## src/rtl/memwb_pkg.sv

```systemverilog
// Shared types and constants for the MEM/WB pipeline register.
//   memwb_beat_t : captured write-back beat {wb_data, wr_reg, reg_write},
//                  laid out for the core's default 32-bit data / 5-bit index.
//   REG_ZERO     : index of the hard-wired $zero register.
package memwb_pkg;

  localparam int unsigned DATA_W_DEF     = 32'd32;
  localparam int unsigned REG_ADDR_W_DEF = 32'd5;
  localparam int unsigned REG_ZERO       = 32'd0;

  typedef struct packed {
    logic [DATA_W_DEF-1:0]     wb_data;
    logic [REG_ADDR_W_DEF-1:0] wr_reg;
    logic                      reg_write;
  } memwb_beat_t;

endpackage

```

## src/rtl/memwb_pipe_reg_if.sv

```systemverilog
// Handshake and payload bus of the MEM/WB stage.
//   in_*  : beat offered by the MEM stage (valid/ready plus payload)
//   out_* : write-back beat presented to the WB consumer (valid/ready plus payload)
// master : the surrounding pipeline (drives in_* payload and out_ready)
// slave  : the pipeline register itself
interface memwb_pipe_reg_if #(
  parameter int DATA_W     = 32,
  parameter int REG_ADDR_W = 5
);
  logic                  in_valid;
  logic                  in_ready;
  logic [DATA_W-1:0]     in_read_data;
  logic [DATA_W-1:0]     in_alu_res;
  logic [REG_ADDR_W-1:0] in_wr_reg;
  logic                  in_mem_to_reg;
  logic                  in_reg_write;
  logic                  out_valid;
  logic                  out_ready;
  logic [DATA_W-1:0]     out_wb_data;
  logic [REG_ADDR_W-1:0] out_wr_reg;
  logic                  out_reg_write;

  modport master (
    output in_valid, in_read_data, in_alu_res, in_wr_reg, in_mem_to_reg,
           in_reg_write, out_ready,
    input  in_ready, out_valid, out_wb_data, out_wr_reg, out_reg_write
  );

  modport slave (
    input  in_valid, in_read_data, in_alu_res, in_wr_reg, in_mem_to_reg,
           in_reg_write, out_ready,
    output in_ready, out_valid, out_wb_data, out_wr_reg, out_reg_write
  );
endinterface

```

## src/rtl/memwb_skid_buf.sv

```systemverilog
// Generic two-entry skid buffer (main + skid register) with valid/ready and flush.
//   clk, rst_n          : clock, synchronous active-low reset
//   flush               : empties both entries at the next edge
//   in_valid/in_ready   : upstream handshake; in_ready is pure register state
//   in_data             : upstream payload
//   out_valid/out_ready : downstream handshake, out_data driven from the main register
module memwb_skid_buf #(
  parameter int WIDTH = 38
) (
  input  logic             clk,
  input  logic             rst_n,
  input  logic             flush,
  input  logic             in_valid,
  output logic             in_ready,
  input  logic [WIDTH-1:0] in_data,
  output logic             out_valid,
  input  logic             out_ready,
  output logic [WIDTH-1:0] out_data
);

  logic             m_valid_r;
  logic [WIDTH-1:0] m_data_r;
  logic             s_valid_r;
  logic [WIDTH-1:0] s_data_r;
  logic             in_fire_s;

  // Ready depends only on skid occupancy, so out_ready never reaches in_ready.
  assign in_ready  = !s_valid_r;
  assign in_fire_s = in_valid && !s_valid_r;
  assign out_valid = m_valid_r;
  assign out_data  = m_data_r;

  // Main/skid storage: main refills from skid first so order is preserved.
  always_ff @(posedge clk) begin
    if (!rst_n) begin
      m_valid_r <= 1'b0;
      s_valid_r <= 1'b0;
      m_data_r  <= '0;
      s_data_r  <= '0;
    end else if (flush) begin
      m_valid_r <= 1'b0;
      s_valid_r <= 1'b0;
    end else if (!m_valid_r || out_ready) begin
      if (s_valid_r) begin
        m_data_r  <= s_data_r;
        m_valid_r <= 1'b1;
        s_valid_r <= 1'b0;
      end else if (in_fire_s) begin
        m_data_r  <= in_data;
        m_valid_r <= 1'b1;
      end else begin
        m_valid_r <= 1'b0;
      end
    end else if (in_fire_s) begin
      // Main is stalled: the beat accepted this cycle parks in the skid entry.
      s_data_r  <= in_data;
      s_valid_r <= 1'b1;
    end
  end

endmodule

```

## src/rtl/memwb_pipe_reg.sv

```systemverilog
// MEM/WB pipeline register of the five-stage MIPS core.
//   clk, rst_n    : clock, synchronous active-low reset
//   bus (slave)   : MEM-side valid/ready + payload in, WB-side valid/ready + beat out
//   flush         : drops held beats and any beat offered in the same cycle
//   fwd_valid/reg/data : forwarding candidate for the hazard unit
//   stall_cnt     : saturating count of cycles with out_valid && !out_ready
// Build option: define MEMWB_SKID_EN for two-entry storage with a registered
// in_ready; otherwise a single register with in_ready = out_ready || !out_valid.
module memwb_pipe_reg
  import memwb_pkg::*;
#(
  parameter int DATA_W     = 32,
  parameter int REG_ADDR_W = 5,
  parameter int CNT_W      = 16
) (
  input  logic                  clk,
  input  logic                  rst_n,
  memwb_pipe_reg_if.slave       bus,
  input  logic                  flush,
  output logic                  fwd_valid,
  output logic [REG_ADDR_W-1:0] fwd_reg,
  output logic [DATA_W-1:0]     fwd_data,
  output logic [CNT_W-1:0]      stall_cnt
);

  // Same field layout as memwb_beat_t, sized from this instance's parameters.
  typedef struct packed {
    logic [DATA_W-1:0]     wb_data;
    logic [REG_ADDR_W-1:0] wr_reg;
    logic                  reg_write;
  } beat_t;

  localparam logic [CNT_W-1:0] CNT_MAX = {CNT_W{1'b1}};
  localparam logic [CNT_W-1:0] CNT_ONE = {{(CNT_W-1){1'b0}}, 1'b1};

  beat_t            in_beat_s;
  beat_t            out_beat_s;
  logic             out_valid_s;
  logic             in_ready_s;
  logic [CNT_W-1:0] stall_cnt_r;

  // Resolve the write-back select and $zero qualification before capture.
  always_comb begin
    in_beat_s           = '0;
    in_beat_s.wb_data   = bus.in_mem_to_reg ? bus.in_read_data : bus.in_alu_res;
    in_beat_s.wr_reg    = bus.in_wr_reg;
    in_beat_s.reg_write = bus.in_reg_write && (bus.in_wr_reg != REG_ADDR_W'(REG_ZERO));
  end

`ifdef MEMWB_SKID_EN
  memwb_skid_buf #(
    .WIDTH ($bits(beat_t))
  ) u_skid_buf (
    .clk       (clk),
    .rst_n     (rst_n),
    .flush     (flush),
    .in_valid  (bus.in_valid),
    .in_ready  (in_ready_s),
    .in_data   (in_beat_s),
    .out_valid (out_valid_s),
    .out_ready (bus.out_ready),
    .out_data  (out_beat_s)
  );
`else
  logic  out_valid_r;
  beat_t out_beat_r;

  assign in_ready_s  = bus.out_ready || !out_valid_r;
  assign out_valid_s = out_valid_r;
  assign out_beat_s  = out_beat_r;

  // Single output register: load on accept, empty on pop, hold while stalled.
  always_ff @(posedge clk) begin
    if (!rst_n) begin
      out_valid_r <= 1'b0;
      out_beat_r  <= '0;
    end else if (flush) begin
      out_valid_r <= 1'b0;
    end else if (bus.in_valid && in_ready_s) begin
      out_valid_r <= 1'b1;
      out_beat_r  <= in_beat_s;
    end else if (bus.out_ready) begin
      out_valid_r <= 1'b0;
    end
  end
`endif

  // in_ready is forced high while in reset, where inputs are ignored anyway.
  assign bus.in_ready      = in_ready_s || !rst_n;
  assign bus.out_valid     = out_valid_s;
  assign bus.out_wb_data   = out_beat_s.wb_data;
  assign bus.out_wr_reg    = out_beat_s.wr_reg;
  assign bus.out_reg_write = out_beat_s.reg_write;

  assign fwd_valid = out_valid_s && out_beat_s.reg_write;
  assign fwd_reg   = out_beat_s.wr_reg;
  assign fwd_data  = out_beat_s.wb_data;
  assign stall_cnt = stall_cnt_r;

  // Stall counter: saturates, survives flush, cleared only by reset.
  always_ff @(posedge clk) begin
    if (!rst_n) begin
      stall_cnt_r <= '0;
    end else if (out_valid_s && !bus.out_ready && (stall_cnt_r != CNT_MAX)) begin
      stall_cnt_r <= stall_cnt_r + CNT_ONE;
    end
  end

endmodule

```

## src/flat_wrapper.sv

```systemverilog
// flat-port wrapper written by rule: the top's interface ports become plain ports
module memwb_pipe_reg_flat import memwb_pkg::*;
#(
  parameter int DATA_W     = 32,
  parameter int REG_ADDR_W = 5,
  parameter int CNT_W      = 16
)
  (clk, rst_n, flush, fwd_valid, fwd_reg, fwd_data, stall_cnt, bus_in_valid, bus_in_read_data, bus_in_alu_res, bus_in_wr_reg, bus_in_mem_to_reg, bus_in_reg_write, bus_out_ready, bus_in_ready, bus_out_valid, bus_out_wb_data, bus_out_wr_reg, bus_out_reg_write);
  memwb_pipe_reg_if #(.DATA_W(DATA_W), .REG_ADDR_W(REG_ADDR_W)) bus_i ();
  input  logic clk;
  input  logic rst_n;
  input  logic flush;
  output logic fwd_valid;
  output logic [REG_ADDR_W-1:0] fwd_reg;
  output logic [DATA_W-1:0] fwd_data;
  output logic [CNT_W-1:0] stall_cnt;
  input wire logic [$bits(bus_i.in_valid)-1:0] bus_in_valid;
  input wire logic [$bits(bus_i.in_read_data)-1:0] bus_in_read_data;
  input wire logic [$bits(bus_i.in_alu_res)-1:0] bus_in_alu_res;
  input wire logic [$bits(bus_i.in_wr_reg)-1:0] bus_in_wr_reg;
  input wire logic [$bits(bus_i.in_mem_to_reg)-1:0] bus_in_mem_to_reg;
  input wire logic [$bits(bus_i.in_reg_write)-1:0] bus_in_reg_write;
  input wire logic [$bits(bus_i.out_ready)-1:0] bus_out_ready;
  output wire logic [$bits(bus_i.in_ready)-1:0] bus_in_ready;
  output wire logic [$bits(bus_i.out_valid)-1:0] bus_out_valid;
  output wire logic [$bits(bus_i.out_wb_data)-1:0] bus_out_wb_data;
  output wire logic [$bits(bus_i.out_wr_reg)-1:0] bus_out_wr_reg;
  output wire logic [$bits(bus_i.out_reg_write)-1:0] bus_out_reg_write;
  assign bus_i.in_valid = bus_in_valid;
  assign bus_i.in_read_data = bus_in_read_data;
  assign bus_i.in_alu_res = bus_in_alu_res;
  assign bus_i.in_wr_reg = bus_in_wr_reg;
  assign bus_i.in_mem_to_reg = bus_in_mem_to_reg;
  assign bus_i.in_reg_write = bus_in_reg_write;
  assign bus_i.out_ready = bus_out_ready;
  assign bus_in_ready = bus_i.in_ready;
  assign bus_out_valid = bus_i.out_valid;
  assign bus_out_wb_data = bus_i.out_wb_data;
  assign bus_out_wr_reg = bus_i.out_wr_reg;
  assign bus_out_reg_write = bus_i.out_reg_write;
  memwb_pipe_reg #(.DATA_W(DATA_W), .REG_ADDR_W(REG_ADDR_W), .CNT_W(CNT_W)) u_core (.clk(clk), .rst_n(rst_n), .bus(bus_i), .flush(flush), .fwd_valid(fwd_valid), .fwd_reg(fwd_reg), .fwd_data(fwd_data), .stall_cnt(stall_cnt));
endmodule
```

## config.mk

```make
export PLATFORM = sky130hd
export DESIGN_NAME = memwb_pipe_reg_flat
export DESIGN_NICKNAME = d
export VERILOG_FILES = /design/src/rtl/memwb_pkg.sv /design/src/rtl/memwb_pipe_reg_if.sv /design/src/rtl/memwb_skid_buf.sv /design/src/rtl/memwb_pipe_reg.sv /design/src/flat_wrapper.sv
export SDC_FILE = /design/constraint.sdc
export NUM_CORES = 1
export LEC_CHECK = 0
export ABC_CLOCK_PERIOD_IN_PS = 1900
export CORE_MARGIN = 5
export CORE_UTILIZATION = 38
export CTS_BUF_LIST = sky130_fd_sc_hd__clkbuf_4 sky130_fd_sc_hd__clkbuf_8
export CTS_CLUSTER_DIAMETER = 50
export DETAILED_ROUTE_END_ITERATION = 6
export PLACE_DENSITY_LB_ADDON = 0.12
export SKIP_LAST_GASP = 1
export SYNTH_ARGS = -nofsm -noshare
export SYNTH_HDL_FRONTEND = slang
export SYNTH_HIERARCHICAL = 1
export SYNTH_SLANG_ARGS = --single-unit
```

## constraint.sdc

```tcl
create_clock -name clk -period 1.9 [get_ports clk]
set_input_delay 0.38 -clock clk [delete_from_list [all_inputs] [get_ports clk]]
set_output_delay 0.38 -clock clk [all_outputs]
set_load 0.01 [all_outputs]
```

==> impl_metrics.ini <==
[timing]
hold_viol_final = 0
finalMaxSlewViolations = 0
fin_setup_tns_ps = 0
fin_crit_sh = 0.954
timing.final.crit_period_ps = 1810
hold_ws_ps = 513
max_freq_ghz = 0.552
tightest_slew_ps = 545
fin_worst_skew_ps = 6.25
grt_setup_unrepaired = true
finalSetupViolCount = 0
relSlewSlack = 0.634

[critical_path]
startpoint_type = primary input
r2r-start = u_core/stall_cnt[6]$_SDFFE_PN0P_
r2r.worst_path.cells = 4
critPathRequiredTime_ps = 1520
cp-end-kind = output pin
crit_arrival_ps = 1430
critPathKind = primary input to output pin
crit_end = bus_in_ready
cp-startpoint = bus_out_ready
ff2ff_setup_slack_ps = 160
worstPathMaxFanout = 4
r2r-end = u_core/stall_cnt[11]$_SDFFE_PN0P_

[routing]
drc = 0
drt_iter0_markers = 48
antenna_left = 0
drt_wl_total_um = 8250
viasPerCell = 4.97
dr.pass1.iters = 4
drt-wirelength-per-cell_um = 15.2
num_vias = 2693

[clock_tree]
root_buffer = clkbuf_8
worstSkewPairLatency_ps = 300
cts_buffer_depth = 2
htreeDepth = 2
clk_pin_slew_ps = 100
cts_made_buffers = 5
cts_tree = yes
numClockSinks = 55

[yosys]
synth.cell_area_mm2 = 0.00276
syn-num-nets = 380
yosys_register_bits = 55
synth_warnings = 6
dominantRegCellSynth = dfxtp_1
syn_avg_cell_area_um2 = 9.10
synthTopCellsByCount = dfxtp_1, nor2_1, mux2i_1
synth_top_area_share = 0.399
synth.distinct_cells = 39
synth_edf_count = 0
synth_top_cell_by_area = dfxtp_1
syn_inst = 303
synthArstFlopShare = 0
seq_area_frac_synth = 0.399
yosysMostFrequentCell = dfxtp_1
synth_area_leaders = dfxtp_1, mux2i_1, buf_4, a211oi_1, nor2_1

[grt]
grt_start_max_net_pins = 46
antenna_found_initial = 0
grt_pass1_wl_um = 13000
first_global_vias = 2693
grt_remaining_overflow = 0
groute.usage.overall = 0.181

[floorplan]
dieHeight_um = 95.2
std_cell_rows = 31
start_util = 0.384
io-pin-count = 170
die_w_um = 95.2
die_area_mm2 = 0.00906
core_area_mm2 = 0.00718

[pwr]
ir_worst_vdd_mv = 0.392
cellPowerDensity_mw_per_mm2 = 593
p_total_w = 0.00267
power_leakage_nw = 1.65

[final_layout]
drive_above_1_share = 0.0790
syn_to_final_growth_pct = 63.5
final_nets = 519
largest_register_ffs = 32
post-route-util = 0.628
antenna_cells = 0

[worst_hold_path]
hold_path_class = flip-flop to flip-flop

[status]
status = finished, final reports clean

[placement]
hpwl_um = 6510
gp_congestion = 0.775
io_buffers = 169

[run]
cap_violations = 0
power by group:
| part | internal (W) | total [W] | switching [W] |
|---|---|---|---|
| Combinational | 0.000396 | 0.000624 | 0.000228 |
| Clock | 0.000427 | 0.000793 | 0.000366 |
| Sequential | 0.00121 | 0.00125 | 0.0000464 |
worst max-delay path, stage by stage:
cell and delay [ps]:
clkdlybuf4s50_1 410, and2b_1 290, nand2_1 70, dlygate4sd2_1 280
how the worst min path moves through the flow:
stage,startpoint,end,slack [ps],cells after the start
after floorplan,flush,u_core/bus.out_valid$_SDFFE_PP0P_,460,1
after global placement,u_core/bus.out_wb_data[12]$_SDFFE_PN0P_,u_core/bus.out_wb_data[12]$_SDFFE_PN0P_,500,2
after detailed placement,u_core/bus.out_wb_data[12]$_SDFFE_PN0P_,u_core/bus.out_wb_data[12]$_SDFFE_PN0P_,500,2
after CTS,u_core/bus.out_wb_data[12]$_SDFFE_PN0P_,u_core/bus.out_wb_data[12]$_SDFFE_PN0P_,520,2
after global routing,u_core/bus.out_wb_data[27]$_SDFFE_PN0P_,u_core/bus.out_wb_data[27]$_SDFFE_PN0P_,550,2
final,u_core/bus.out_wb_data[13]$_SDFFE_PN0P_,u_core/bus.out_wb_data[13]$_SDFFE_PN0P_,510,2
placed cells by master (no fill, tap or decap), drive strengths merged, types with 2 or more instances in the layout:
cell type	count
inv	2
a21oi	13
nand3	2
o21ai	6
nor4	3
or3	6
buf	20
and2	2
nor3	2
nor2	40
and3	2
o31ai	6
nand2b	2
or4	7
and4	2
dfxtp	55
nand4	7
mux2i	38
clkbuf	6
nand2	8
a211oi	32
clkdlybuf4s50	167
routing by layer:
metal / GRT usage / vias up / routed length [um]
met2: 0.317 / 107 / 4060
li1: - / 1350 / -
met5: 0 / - / 0
met4: 0.0481 / 0 / 115
met1: 0.215 / 1228 / 3400
met3: 0.0513 / 8 / 673
repair_timing:
| item | CTS | global route |
|---|---|---|
| setup buffers | 0 | 0 |
| resized for setup | 1 | 1 |
| setup endpoints to repair | 1 | 1 |
| pin swaps | 0 | 0 |
| hold buffers | 0 | 0 |
cell type report:
class | count | area, um2
repair buffers | 188 | 1860
multi-input cells | 190 | 1300
flip-flops and latches | 55 | 1100
fillers | 623 | 2670
clock buffers | 6 | 82.6
well taps | 99 | 124
clock inverters | 2 | 35.0
inverters | 2 | 7.51
per-stage QoR:
step | cells | instance area (um2) | setup WS [ps]
finish | 542 | 4510 | 86.9
global route | 542 | 4510 | 0.593
CTS | 542 | 4500 | 68.7
detailed placement | 534 | 4390 | -217
global placement | 534 | 4390 | -191
floorplan | 303 | 2760 | 209
logic make-up after synthesis:
group	share of synthesized area
and+or+nand+nor	0.168
muxes	0.138
xor gates and xnor gates	0.00318
adders and majority gates	0.00454
buffers and inverters	0.131
DFF	0.399
AOI/OAI and AO/OA	0.156
Note: power is estimated with default switching activity, not from simulation.
==> RTL change 1: new RTL, same flow settings <==
Put one more register stage on the output `stall_cnt`, cleared by the reset. The value now appears one clock later. The other outputs are not delayed to match. Comments in the files are not updated.
--- a/src/rtl/memwb_pipe_reg.sv
+++ b/src/rtl/memwb_pipe_reg.sv
@@ -97,3 +97,9 @@
   assign fwd_data  = out_beat_s.wb_data;
-  assign stall_cnt = stall_cnt_r;
+  always_ff @(posedge clk) begin
+    if (!rst_n) begin
+      stall_cnt <= '0;
+    end else begin
+      stall_cnt <= stall_cnt_r;
+    end
+  end
 
Check against the original RTL: not equivalent (Yosys sat finds a counterexample within 4 cycles, from zero or initial values and one cycle with rst_n low).
==> RTL change 1 against the unedited design <==
- critical path depth down 2
- setup slack better by 37 ps
- sequential cell count rose by 16
- combinational power is 3.5% higher
- final area rose by 16%
- utilization is 0.38 points higher
- synthesized area up 18%
- routed wire length increased by 18%
- total power grew 39%
- largest cell class unchanged
- highest routed layer unchanged
==> RTL change 1: results (changes against the unedited design) <==
[grt]
grt_max_degree = 34  ; -26%
grt_pass1_vias = 2905  ; +7.9%
grt_pass1_wl_mm = 15.1  ; +16%

[place]
place_hpwl_mm = 7.58  ; +17%
place_ws_ps = -149  ; +67.7 ps
gp_congestion = 0.838  ; +8.2%

[pwr]
power.density_nw_per_um2 = 707  ; +19%
p_sw_share_pct = 23.7  ; -0.25 points
p_leak_nw = 2.06  ; +25%
powerSeq_mw = 1.59  ; +27%
ir_drop_mv = 0.377  ; -3.8%

[cts]
clk-insertion-delay-late_ps = 340  ; +40 ps
cts_made_buffers = 9  ; +4
htree_levels = 3  ; +1
clk_pin_slew_ps = 80  ; -20 ps

[drt]
drtIter0Drc = 95  ; +98%
routed-wl-met3_um = 811  ; +21%
wl_met2_mm = 4.97  ; +22%
wl_met1_mm = 3.86  ; +14%
routed_wl_mm = 9.75  ; +18%
vias_per_cell = 4.95  ; -0.38%

[sta]
fmax_mhz = 563  ; +2.1%
skew_ps = 6.92  ; +0.674 ps
worst_pin_slew_ps = 446  ; -99.8 ps

[layout]
drive_above_1_share_pct = 12.2  ; +4.3 points
layout.nets = 565  ; +8.9%

[worst_setup_path]
rr_worst_depth = 5  ; +1
cp_data_arrival_time_ps = 1400  ; -30 ps
r2r_end = u_core/stall_cnt_r[0]$_SDFFE_PN0P_
r2r_start = u_core/stall_cnt_r[10]$_SDFFE_PN0P_

[run_status]
status = completed

[synth]
seq_area_frac_synth_pct = 43.5  ; +3.6 points
synth_top_cells_by_area = dfxtp_1 44%, mux2i_1 12%, buf_4 9.0%
yosysWarnings = 6  ; unchanged
syn-num-nets = 414  ; +8.9%
synth_cell_types = 47  ; +21%

[worst_hold_path]
hold_path.startpoint = u_core/stall_cnt_r[14]$_SDFFE_PN0P_
min_to = u_core/stall_cnt[14]$_SDFF_PN0_

[RTL change 1: changes by cell type after synthesis, moves of 3 or more]
cell | before | now
inv_1 | 1 | 4
dfxtp_1 | 55 | 71
and2_1 | 2 | 15
or4_1 | 7 | 1
nor4_1 | 2 | 5
a21oi_1 | 13 | 2
o31ai_1 | 6 | 3
nand4_1 | 7 | 3
mux2_2 | 0 | 3
nor2_1 | 40 | 47
nand2_1 | 8 | 12
o21ai_0 | 6 | 1
or3_1 | 6 | 3
clkbuf_1 | 15 | 12
[RTL change 1: layout make-up]
type | count | area (µm²)
clock buffers | 9 | 124
well taps | 105 | 131
inverters | 5 | 18.8
fillers | 709 | 3060
flip-flops and latches | 71 | 1420
multi-input cells | 201 | 1440
clock inverters | 7 | 121
repair buffers | 200 | 1980
[RTL change 1: worst max path at each step]
stage / from / to / depth (start not counted)
2_1_floorplan: u_core/stall_cnt_r[8]$_SDFFE_PN0P_ / u_core/stall_cnt_r[15]$_SDFFE_PN0P_ / 4
3_5_place_dp: bus_out_ready / u_core/stall_cnt_r[9]$_SDFFE_PN0P_ / 5
4_1_cts: u_core/bus.out_valid$_SDFFE_PP0P_ / fwd_valid / 2
3_3_place_gp: bus_out_ready / u_core/stall_cnt_r[9]$_SDFFE_PN0P_ / 5
5_1_grt: u_core/bus.out_reg_write$_SDFFE_PN0P_ / fwd_valid / 2
6_report: u_core/bus.out_valid$_SDFFE_PP0P_ / fwd_valid / 2
[RTL change 1: logic make-up (layout without fill, tap and decap cells)]
kind of cell               Yosys count  in the layout  share of synthesized area [%]
xor gates and xnor gates             1              1                          0.268
adders and majority gates            1              1                          0.383
buffers and inverters               65            221                           12.4
AOI/OAI and AO/OA                   52             52                           12.4
muxes                               45             45                           14.1
and+or+nand+nor                    102            102                           16.9
DFF                                 71             71                           43.5
[RTL change 1: repair_timing]
item / 4_1_cts / 5_1_grt
hold buffers: 0 / 0
gates resized for setup: 1 / 1
endpoints found under the setup margin: 1 / 1
[RTL change 1: critical path: stages (launching register included)]
cell	delay, ps
dfxtp_2	370
and2_1	130
clkdlybuf4s50_1	550
[RTL change 1: metal layers]
layer  vias to the layer above  GRT usage, %
met2                       118          32.9
met1                      1369          21.4
met3                         9          3.86
met4                         0          6.05
met5                         -             0
li1                       1464             -
[RTL change 1: per-stage QoR]
step           instance area, µm²  std cells  util, %  hold slack (ps)
2_1_floorplan                3270        337        -              457
3_3_place_gp                 5000        582     60.2              495
3_5_place_dp                 5000        582     60.2              503
4_1_cts                      5240        598     63.2              515
5_1_grt                      5240        598     63.2              536
6_report                     5240        598     63.2              515
==> RTL change 2: new RTL, same settings <==
Made on the original files. The option `MEMWB_SKID_EN` is turned on by a define.
--- a/src/rtl/memwb_pipe_reg.sv
+++ b/src/rtl/memwb_pipe_reg.sv
@@ -8,2 +8,4 @@
 // in_ready; otherwise a single register with in_ready = out_ready || !out_valid.
+`define MEMWB_SKID_EN
+
 module memwb_pipe_reg
Check against the original RTL: not equivalent (Yosys sat finds a counterexample within 4 cycles, from zero or initial values and one cycle with rst_n low).
==> RTL change 2 against the unedited design <==
- total power up 60%
- sequential cell count up 39
- register-to-register slack better by 80 ps
- final area up 52%
- die area up 72%
- clock skew up 3.6 ps
- first-iteration DRC count rose to 5.6 times the old value
- setup slack better by 5.2 ps
- critical path depth down 2
- routed wire length up 57%
- largest cell class is now multi-input combinational cells
- synthesized area up 81%
- sequential power up 67%
- clock power up 73%
==> RTL change 2: results (changes against the unedited design) <==
[grt]
use_met1_pct = 19.9  ; -1.6 points
groute.usage.overall_pct = 16.5  ; -1.5 points
globalRouteMet3Util_pct = 5.45  ; +0.32 points

[place]
placed_cells = 816  ; +53%
postPlaceCellArea_um2 = 6630  ; +51%
gp_congestion = 0.874  ; +13%
place_hpwl_mm = 9.29  ; +43%

[sta]
slew_headroom_pct = 59.8  ; -3.6 points

[layout]
clock_area_share_pct = 2.98  ; +0.37 points
drive_above_1_share_pct = 13.5  ; +5.6 points
layout.nets = 732  ; +41%
multi_input_area_um2 = 2580  ; +99%
clkbuf_count = 12  ; +6
nMultiInputCombCells = 348  ; +83%
utilization_pct = 53.5  ; -9.3 points
fill_cells = 1161  ; +86%
nFlopsAndLatches = 94  ; +71%
area_share_nonclk_buffers_pct = 28.4  ; -13 points

[pwr]
p_seq_share_pct = 49.0  ; +2.1 points
powerSeq_mw = 2.09  ; +67%
ir_drop_mv = 0.395  ; +0.58%

[synth]
synth_cell_types = 40  ; +2.6%
synthAdderAreaFrac_pct = 0.251  ; -0.20 points
synth.mux.area_fraction_pct = 23.4  ; +9.6 points
syn_avg_cell_area_um2 = 9.53  ; +4.8%
synth_xor_area_share_pct = 0  ; -0.32 points
synth_compound_area_share_pct = 10.8  ; -4.8 points
yosys-top-cells-count = 94 x dfxtp_1, 85 x nand2_1, 81 x mux2i_1
seq_area_frac_synth_pct = 37.7  ; -2.3 points

[worst_setup_path]
r2r_end = u_core/stall_cnt[2]$_SDFFE_PN0P_
worst-path-max-fanout = 7  ; +3
critPathMaxStageDelay_ps = 550  ; +140 ps

[worst_hold_path]
hp-class = primary input to flop
hold_path.startpoint = rst_n

[drt]
vias = 4262  ; +58%
routed-wl-met3_um = 726  ; +7.9%

[cts]
cts_made_buffers = 9  ; +4

[run_status]
status = completed

RTL change 2: cell count changes after synthesis, moves of 38 or more:
cell | unedited run | this run
mux2i_1 | 38 | 81
nand3_1 | 2 | 42
nand2_1 | 8 | 85
dfxtp_1 | 55 | 94
nor2_1 | 40 | 2
o211a_1 | 0 | 38
RTL change 2: worst max-delay path by stage:
stage                                          start                                           to
floorplan                          bus_in_mem_to_reg  u_core/u_skid_buf/out_data[20]$_SDFFE_PN0P_
detailed placement                     bus_out_ready            u_core/stall_cnt[14]$_SDFFE_PN0P_
global route        u_core/stall_cnt[0]$_SDFFE_PN0P_                                 stall_cnt[0]
global placement                       bus_out_ready            u_core/stall_cnt[14]$_SDFFE_PN0P_
finish              u_core/stall_cnt[0]$_SDFFE_PN0P_                                 stall_cnt[0]
CTS                 u_core/stall_cnt[7]$_SDFFE_PN0P_                                 stall_cnt[7]
RTL change 2: repair_timing:
action | CTS | global route
hold buffers | 0 | 0
buffers inserted | 0 | 0
resized for setup | 0 | 2
endpoints found under the setup margin | 0 | 2
